===== config.mk =====
export PLATFORM = sky130hd
export DESIGN_NAME = mem_port_arbiter_flat
export DESIGN_NICKNAME = d
export VERILOG_FILES = /design/src/rtl/mem_port_arbiter_if.sv /design/src/rtl/mem_port_arbiter.sv /design/src/flat_wrapper.sv
export SDC_FILE = /design/constraint.sdc
export NUM_CORES = 1
export LEC_CHECK = 0
export BUFFER_PORTS_ARGS = -buffer_cell sky130_fd_sc_hd__buf_2
export CORE_MARGIN = 4
export CORE_UTILIZATION = 37
export DETAILED_ROUTE_END_ITERATION = 8
export GPL_TIMING_DRIVEN = 1
export PLACE_DENSITY = 0.8
export SLEW_MARGIN = 30
export SYNTH_ARGS = -nofsm -noshare
export SYNTH_HDL_FRONTEND = slang
export SYNTH_SLANG_ARGS = --single-unit

===== constraint.sdc =====
create_clock -name clk -period 1.45 [get_ports clk]
set_input_delay 0.145 -clock clk [delete_from_list [all_inputs] [get_ports clk]]
set_output_delay 0.145 -clock clk [all_outputs]
set_load 0.005 [all_outputs]

===== src/rtl/mem_port_arbiter_if.sv =====
// Bundles the fetch (i_*), load/store (d_*) and unified memory (m_*) channels
// of the memory port arbiter. "slave" is the arbiter's view, "master" the environment's.
interface mem_port_arbiter_if #(
  parameter int AW = 32,
  parameter int DW = 32
);
  // Fetch requester
  logic            i_valid;
  logic [AW-1:0]   i_addr;
  logic            i_ready;
  logic            i_rvalid;
  logic [DW-1:0]   i_rdata;
  // Load/store requester
  logic            d_valid;
  logic            d_we;
  logic [DW/8-1:0] d_be;
  logic [AW-1:0]   d_addr;
  logic [DW-1:0]   d_wdata;
  logic            d_ready;
  logic            d_rvalid;
  logic [DW-1:0]   d_rdata;
  // Memory side
  logic            m_valid;
  logic            m_we;
  logic [DW/8-1:0] m_be;
  logic [AW-1:0]   m_addr;
  logic [DW-1:0]   m_wdata;
  logic            m_ready;
  logic            m_rvalid;
  logic [DW-1:0]   m_rdata;

  modport slave (
    input  i_valid, i_addr,
    input  d_valid, d_we, d_be, d_addr, d_wdata,
    input  m_ready, m_rvalid, m_rdata,
    output i_ready, i_rvalid, i_rdata,
    output d_ready, d_rvalid, d_rdata,
    output m_valid, m_we, m_be, m_addr, m_wdata
  );

  modport master (
    output i_valid, i_addr,
    output d_valid, d_we, d_be, d_addr, d_wdata,
    output m_ready, m_rvalid, m_rdata,
    input  i_ready, i_rvalid, i_rdata,
    input  d_ready, d_rvalid, d_rdata,
    input  m_valid, m_we, m_be, m_addr, m_wdata
  );
endinterface


===== src/rtl/mem_port_arbiter.sv =====
// Shares one memory port between instruction fetch (I) and load/store (D).
// One outstanding transaction; D has priority unless I has been starved STARVE_LIMIT times.
module mem_port_arbiter #(
  parameter int AW           = 32,
  parameter int DW           = 32,
  parameter int STARVE_LIMIT = 4
) (
  input  logic               clk,
  input  logic               rst,
  mem_port_arbiter_if.slave  bus
);
  localparam int BW = DW / 8;

  typedef enum logic [1:0] {S_IDLE, S_REQ, S_WAIT} state_t;
  typedef enum logic       {OWN_I, OWN_D}         owner_t;

  state_t          r_state;
  state_t          w_next_state;
  owner_t          r_owner;
  logic [3:0]      r_starve_cnt;
  logic            r_m_we;
  logic [BW-1:0]   r_m_be;
  logic [AW-1:0]   r_m_addr;
  logic [DW-1:0]   r_m_wdata;

  logic w_idle;
  logic w_force_i;
  logic w_grant_d;
  logic w_grant_i;

  // Grants are suppressed while rst is high so nothing is captured during reset.
  assign w_idle    = (r_state == S_IDLE) && !rst;
  assign w_force_i = bus.i_valid && (r_starve_cnt == 4'(STARVE_LIMIT));
  assign w_grant_d = w_idle && bus.d_valid && !w_force_i;
  assign w_grant_i = w_idle && bus.i_valid && !w_grant_d;

  // NOTE: sequential state uses non-blocking assignments so every flop samples pre-edge values.
  always_ff @(posedge clk) begin
    if (rst) r_state <= S_IDLE;
    else     r_state <= w_next_state;
  end

  // NOTE: default assignment first so no path leaves w_next_state unassigned (no latch).
  always_comb begin
    w_next_state = r_state;
    unique case (r_state)
      S_IDLE: if (w_grant_d || w_grant_i) w_next_state = S_REQ;
      S_REQ:  if (bus.m_ready)            w_next_state = S_WAIT;
      S_WAIT: if (bus.m_rvalid)           w_next_state = S_IDLE;
      default:                            w_next_state = S_IDLE;
    endcase
  end

  always_comb begin
    bus.i_ready  = w_grant_i;
    bus.d_ready  = w_grant_d;
    bus.m_valid  = (r_state == S_REQ) && !rst;
    bus.i_rvalid = 1'b0;
    bus.d_rvalid = 1'b0;
    if ((r_state == S_WAIT) && bus.m_rvalid && !rst) begin
      bus.i_rvalid = (r_owner == OWN_I);
      bus.d_rvalid = (r_owner == OWN_D);
    end
    bus.i_rdata  = bus.m_rdata;
    bus.d_rdata  = bus.m_rdata;
    bus.m_we     = r_m_we;
    bus.m_be     = r_m_be;
    bus.m_addr   = r_m_addr;
    bus.m_wdata  = r_m_wdata;
  end

  // Request capture and starvation tracking; the counter only moves on a grant.
  always_ff @(posedge clk) begin
    if (rst) begin
      r_owner      <= OWN_I;
      r_starve_cnt <= '0;
      r_m_we       <= 1'b0;
      r_m_be       <= '0;
      r_m_addr     <= '0;
      r_m_wdata    <= '0;
    end else if (w_grant_d) begin
      r_owner   <= OWN_D;
      r_m_we    <= bus.d_we;
      r_m_be    <= bus.d_be;
      r_m_addr  <= bus.d_addr;
      r_m_wdata <= bus.d_wdata;
      if (!bus.i_valid)
        r_starve_cnt <= '0;
      else if (r_starve_cnt != 4'(STARVE_LIMIT))
        r_starve_cnt <= r_starve_cnt + 4'd1;
    end else if (w_grant_i) begin
      r_owner      <= OWN_I;
      r_m_we       <= 1'b0;
      r_m_be       <= '1;
      r_m_addr     <= bus.i_addr;
      r_m_wdata    <= '0;
      r_starve_cnt <= '0;
    end
  end
endmodule

===== src/flat_wrapper.sv =====
// flat-port wrapper written by rule: the top's interface ports become plain ports
module mem_port_arbiter_flat 
#(
  parameter int AW           = 32,
  parameter int DW           = 32,
  parameter int STARVE_LIMIT = 4
)
  (clk, rst, bus_i_valid, bus_i_addr, bus_d_valid, bus_d_we, bus_d_be, bus_d_addr, bus_d_wdata, bus_m_ready, bus_m_rvalid, bus_m_rdata, bus_i_ready, bus_i_rvalid, bus_i_rdata, bus_d_ready, bus_d_rvalid, bus_d_rdata, bus_m_valid, bus_m_we, bus_m_be, bus_m_addr, bus_m_wdata);
  mem_port_arbiter_if #(.AW(AW), .DW(DW)) bus_i ();
  input  logic clk;
  input  logic rst;
  input wire logic [$bits(bus_i.i_valid)-1:0] bus_i_valid;
  input wire logic [$bits(bus_i.i_addr)-1:0] bus_i_addr;
  input wire logic [$bits(bus_i.d_valid)-1:0] bus_d_valid;
  input wire logic [$bits(bus_i.d_we)-1:0] bus_d_we;
  input wire logic [$bits(bus_i.d_be)-1:0] bus_d_be;
  input wire logic [$bits(bus_i.d_addr)-1:0] bus_d_addr;
  input wire logic [$bits(bus_i.d_wdata)-1:0] bus_d_wdata;
  input wire logic [$bits(bus_i.m_ready)-1:0] bus_m_ready;
  input wire logic [$bits(bus_i.m_rvalid)-1:0] bus_m_rvalid;
  input wire logic [$bits(bus_i.m_rdata)-1:0] bus_m_rdata;
  output wire logic [$bits(bus_i.i_ready)-1:0] bus_i_ready;
  output wire logic [$bits(bus_i.i_rvalid)-1:0] bus_i_rvalid;
  output wire logic [$bits(bus_i.i_rdata)-1:0] bus_i_rdata;
  output wire logic [$bits(bus_i.d_ready)-1:0] bus_d_ready;
  output wire logic [$bits(bus_i.d_rvalid)-1:0] bus_d_rvalid;
  output wire logic [$bits(bus_i.d_rdata)-1:0] bus_d_rdata;
  output wire logic [$bits(bus_i.m_valid)-1:0] bus_m_valid;
  output wire logic [$bits(bus_i.m_we)-1:0] bus_m_we;
  output wire logic [$bits(bus_i.m_be)-1:0] bus_m_be;
  output wire logic [$bits(bus_i.m_addr)-1:0] bus_m_addr;
  output wire logic [$bits(bus_i.m_wdata)-1:0] bus_m_wdata;
  assign bus_i.i_valid = bus_i_valid;
  assign bus_i.i_addr = bus_i_addr;
  assign bus_i.d_valid = bus_d_valid;
  assign bus_i.d_we = bus_d_we;
  assign bus_i.d_be = bus_d_be;
  assign bus_i.d_addr = bus_d_addr;
  assign bus_i.d_wdata = bus_d_wdata;
  assign bus_i.m_ready = bus_m_ready;
  assign bus_i.m_rvalid = bus_m_rvalid;
  assign bus_i.m_rdata = bus_m_rdata;
  assign bus_i_ready = bus_i.i_ready;
  assign bus_i_rvalid = bus_i.i_rvalid;
  assign bus_i_rdata = bus_i.i_rdata;
  assign bus_d_ready = bus_i.d_ready;
  assign bus_d_rvalid = bus_i.d_rvalid;
  assign bus_d_rdata = bus_i.d_rdata;
  assign bus_m_valid = bus_i.m_valid;
  assign bus_m_we = bus_i.m_we;
  assign bus_m_be = bus_i.m_be;
  assign bus_m_addr = bus_i.m_addr;
  assign bus_m_wdata = bus_i.m_wdata;
  mem_port_arbiter #(.AW(AW), .DW(DW), .STARVE_LIMIT(STARVE_LIMIT)) u_core (.clk(clk), .rst(rst), .bus(bus_i));
endmodule

After elaboration in Yosys (flattened, before gate mapping)

Index checks and enable logic that the tools add are counted.

Flip-flop bits (word level): 76
Input port bits: 139
Output and inout port bits: 138
Word-level logic and storage cells: 53

$add $sub $neg: 1
Equal/unequal tests: 8
Muxes and demuxes: 19
Bitwise gates (word level): 1
Reductions and logical operators: 17

Operators with widths:

| operator              | number |
|---|---|
| $mux W32              | 4 |
| $mux W4               | 6 |
| $logic_and A1 B1 Y1   | 9 |
| $mux W2               | 3 |
| $ne A2 B2 Y1 const B  | 3 |
| $pmux W2 S3           | 1 |
| $mux W1               | 5 |
| $add A4 B1 Y4 const B | 1 |
| $eq A4 B3 Y1 const B  | 1 |
| $ne A4 B3 Y1 const B  | 1 |
| $logic_not A1 Y1      | 3 |
| $ne A3 B3 Y1 const B  | 1 |
| $reduce_and A3 Y1     | 1 |
| $eq A2 B1 Y1 const B  | 1 |
| $eq A2 B2 Y1 const B  | 1 |
| $logic_not A2 Y1      | 1 |
| $reduce_and A2 Y1     | 1 |
| $reduce_bool A2 Y1    | 1 |
| $logic_or A1 B1 Y1    | 1 |
| $not A1 Y1            | 1 |

Longest topological paths before layout

Depth after elaboration: 9
Gate-level depth with buffers: 8
Gate-level depth less buffers: 6

Worst setup path after synthesis

OpenSTA, ideal clock, no wires.

Path kind: register to register
Start: register u_core.r_starve_cnt[0]
End: register u_core.r_m_addr[22], in the netlist u_core.bus.m_addr[22]
Library setup time: 0.125 ns
Data arrival time: 1.440 ns
Data required time: 1.325 ns
Setup slack: -0.116 ns
Stages on the path, launching flop included: 9
Buffers on the path: 2
Period minus slack after synthesis: 1.566 ns
Cell sequence: dfxtp_1 -> inv_1 -> ha_1 -> nand4b_1 -> and2_1 -> buf_2 -> clkbuf_1 -> nor4b_1 -> nor3_1

Longest elaborated chain between the ends: 7
Elaborated cells between the ends (all ways): 8
Classes of those cells: eq/ne: 1; mux: 1; reduce/logical: 6

RTL lines:

| element                             | RTL line               | source |
|---|---|---|
| start: declaration                  | mem_port_arbiter.sv:20 | `logic [3:0] r_starve_cnt;` |
| start signal: assignment            | mem_port_arbiter.sv:90 | `r_starve_cnt <= r_starve_cnt + 4'd1;` |
| $eq A4 B3 Y1 (*)                    | mem_port_arbiter.sv:33 | `assign w_force_i = bus.i_valid && (r_starve_cnt == 4'(STARVE_LIMIT));` |
| $logic_and A1 B1 Y1 (*)             | mem_port_arbiter.sv:33 |  |
| $logic_not A1 Y1 (*)                | mem_port_arbiter.sv:34 | `assign w_grant_d = w_idle && bus.d_valid && !w_force_i;` |
| $logic_and A1 B1 Y1 (*)             | mem_port_arbiter.sv:34 |  |
| $logic_not A1 Y1                    | mem_port_arbiter.sv:35 | `assign w_grant_i = w_idle && bus.i_valid && !w_grant_d;` |
| $logic_and A1 B1 Y1                 | mem_port_arbiter.sv:35 |  |
| $reduce_bool A2 Y1 (no source line) | -                      |  |
| end signal: assignment              | mem_port_arbiter.sv:85 | `r_m_addr <= bus.d_addr;` |
| end signal: assignment              | mem_port_arbiter.sv:95 | `r_m_addr <= bus.i_addr;` |
| end: declaration                    | mem_port_arbiter.sv:23 | `logic [AW-1:0] r_m_addr;` |

Every way passes the cells marked *; elsewhere a longest branch is shown, timed or not.
A chain may end at the register's enable or synchronous reset.

Worst setup path after layout

Start: register u_core.r_starve_cnt[1]
End: output port bus_d_ready

Longest elaborated chain between the ends: 4

RTL lines:

| element             | RTL line               | source |
|---|---|---|
| $eq A4 B3 Y1        | mem_port_arbiter.sv:33 |  |
| $logic_and A1 B1 Y1 | mem_port_arbiter.sv:33 |  |
| $logic_not A1 Y1    | mem_port_arbiter.sv:34 |  |
| $logic_and A1 B1 Y1 | mem_port_arbiter.sv:34 |  |
| end: declaration    | flat_wrapper.sv:25     | `output wire logic [$bits(bus_i.d_ready)-1:0] bus_d_ready;` |

No other way between the ends.

==> results.py <==
metrics = {
    "clocking": {
        "cts_tree": "yes",
        "hold_buffers": 0,
        "cts.sinks": 76,
        "cts_buffers": 9,
        "root_buffer": "clkbuf_8",
        "path_clk_slew_ps": 80,
        "h-tree-depth": 3,
        "clock_path_buffers": 2,
        "clock_latency_ps": 330,
    },
    "finish": {
        "layout_common_cells": "buf_2 (179), dfxtp_1 (73), nor3_1 (43)",
        "design_area_um2": 5446,
        "antennaDiodeCount": 0,
        "fillers": 841,
        "nets": 664,
        "mostFrequentLayoutCell": "buf_2",
        "area_growth_pct": 46.47,
        "drive_above_1_share": 0.5951,
    },
    "sta": {
        "worst_slew_pin_slew_ps": 377.8,
        "finalHoldViolations": 0,
        "relSlewSlack": 0.7472,
        "slew_violations": 0,
        "max_freq_mhz": 616.0,
        "rsz0062_at_grt": "yes",
        "fin_ws_ps": -173.3,
        "setup-tns-final_ps": -5600,
        "skew_ps": 12.15,
        "period_share": 1.120,
        "hold_ws_ps": 36.34,
        "period_needed_ps": 1623,
        "setup_violations": 71,
    },
    "synth": {
        "synth_edf_count": 0,
        "netlist_area_um2": 3719,
        "synth-seq-cells": 76,
        "syn_inst": 394,
        "synth-seq-area-share": 0.4092,
        "synth_area_per_cell_um2": 9.438,
        "synth_cell_types": 32,
        "syn_nets": 535,
        "async_reset_ff_frac": 0,
        "ys.flop_type": "dfxtp_1",
        "yosysWarnings": 0,
    },
    "routing": {
        "routed_wl_um": 11690,
        "drt_iter0_drc": 138,
        "wl_per_cell_um": 17.74,
        "vias": 3413,
        "avgViaCountPerCell": 5.179,
        "drt-pass1-iter-count": 4,
        "drc": 0,
        "drtAntennaViolNets": 0,
    },
    "floorplan": {
        "ios": 277,
        "fp.coreArea_um2": 9774,
        "fp-row-count": 36,
        "die_h_um": 108.3,
        "dieArea_um2": 11720,
        "initial_core_util": 0.3804,
        "die_x_um": 108.3,
    },
    "worst_setup_path": {
        "worstSetupEndpointType": "output port",
        "crit_type": "flop to output port",
        "critPathArrivalTime_ps": 1480,
        "critPathRequiredTime_ps": 1310,
        "path_max_fanout": 3,
        "start_kind": "flop",
    },
    "placement": {
        "preCtsSetupSlack_ps": -197.3,
        "dp_hpwl_um": 7700,
        "dpl_cell_area_um2": 4613,
        "gp_congestion": 0.7988,
        "portBuffers": 180,
    },
    "power": {
        "leakagePower_nw": 2.415,
        "p_per_area_nw_per_um2": 945.7,
        "power.total_mw": 5.150,
        "peakVddDrop_v": 0.0004919,
    },
    "global_routing": {
        "overflow": 0,
        "grt_pass1_wl_um": 16580,
        "grt_use_total": 0.1805,
        "grt_pass1_vias": 3235,
        "grt_max_degree": 41,
        "antenna_found_initial": 0,
    },
    "status": {
        "failed_checks": "setup timing",
        "status": "finished with violations",
    },
    "flow_run": {
        "cap_violations": 0,
    },
    "hold_path": {
        "hold_class": "input pin to flop",
    },
}
sequential cells by signal, indices dropped and copies added, names as in the netlist:
name and flops:
u_core.r_state 2, u_core.bus.m_wdata 32, u_core.bus.m_addr 32, u_core.bus.m_be 4, u_core.r_starve_cnt 4, u_core.r_owner 1
u_core.bus.m_we 1
worst max-delay path: stages, from the launching register on:
cell and delay, ps:
dfxtp_2 330, inv_2 80, ha_4 140, nand4b_1 140, and3_4 210, buf_12 130, buf_6 110
through the flow:
| step | utilization | cells |
|---|---|---|
| after floorplan | - | 394 |
| after global placement | 0.4720 | 628 |
| after detailed placement | 0.4720 | 628 |
| after CTS | 0.5164 | 653 |
| after global routing | 0.5572 | 659 |
| final | 0.5572 | 659 |
cell families after synthesis:
family          share of synthesized area
buf+inv                            0.1968
xor+xnor                         0.002356
fa+ha+maj                        0.006728
compound gates                     0.1598
simple gates                       0.2251
flops                              0.4092
routing by layer:
layer	routed length, um	GRT usage
met1	4574	0.2030
met2	5722	0.3113
met3	1042	0.05254
met4	350	0.08927
met5	0	0
layout make-up:
class	count	area, um^2	share of cell area
multi-input cells	213	2102	0.3859
flip-flops and latches	76	1525	0.2800
repair buffers	218	1455	0.2672
well taps	133	166.4	0.03055
clock buffers	9	123.9	0.02274
clock inverters	5	55.05	0.01011
inverters	5	18.77	0.003446
cell usage after synthesis (2+ instances only):
| library cell | number | area share |
|---|---|---|
| nor2_1 | 12 | 0.012 |
| nor3_1 | 72 | 0.097 |
| buf_2 | 11 | 0.015 |
| clkbuf_1 | 11 | 0.011 |
| a21oi_1 | 4 | 0.0054 |
| a22o_1 | 33 | 0.078 |
| nor4b_1 | 27 | 0.064 |
| dfxtp_1 | 76 | 0.41 |
| inv_1 | 5 | 0.0050 |
| nor3_2 | 2 | 0.0054 |
| or3_1 | 2 | 0.0034 |
| nor3b_1 | 2 | 0.0040 |
| nand2_1 | 4 | 0.0040 |
| and3_1 | 2 | 0.0034 |
| buf_6 | 10 | 0.030 |
| nand3_1 | 3 | 0.0040 |
| buf_4 | 66 | 0.13 |
| ha_1 | 2 | 0.0067 |
| o32ai_1 | 2 | 0.0047 |
| o21bai_1 | 32 | 0.065 |
| nor4b_2 | 5 | 0.020 |
power breakdown:
part | leakage [nW] | total [mW] | switching, mW | internal, mW
clock | 0.0870 | 1.52 | 0.755 | 0.770
combinational | 1.70 | 1.26 | 0.622 | 0.641
sequential | 0.630 | 2.36 | 0.0964 | 2.27
worst paths after layout:
path | startpoint | to | slack [ps] | depth (start not counted)
max | u_core.r_starve_cnt[1]$_SDFFE_PP0P_ | bus_d_ready | -170 | 6
min | bus_d_wdata[4] | u_core.bus.m_wdata[4]$_SDFFE_PP0P_ | 40 | 2
max reg2reg | u_core.r_starve_cnt[1]$_SDFFE_PP0P_ | u_core.bus.m_addr[4]$_SDFFE_PP0P_ | -170 | 8
min reg2reg | u_core.bus.m_wdata[3]$_SDFFE_PP0P_ | u_core.bus.m_wdata[3]$_SDFFE_PP0P_ | 470 | 1
timing repair:
action | CTS | global route
endpoints found under the setup margin | 72 | 77
buffers inserted | 8 | 4
cloned | 3 | 5
resized for setup | 28 | 42
hold endpoints to repair | 0 | 0
pin swaps | 34 | 15
Note: power is estimated with default switching activity, not from simulation.
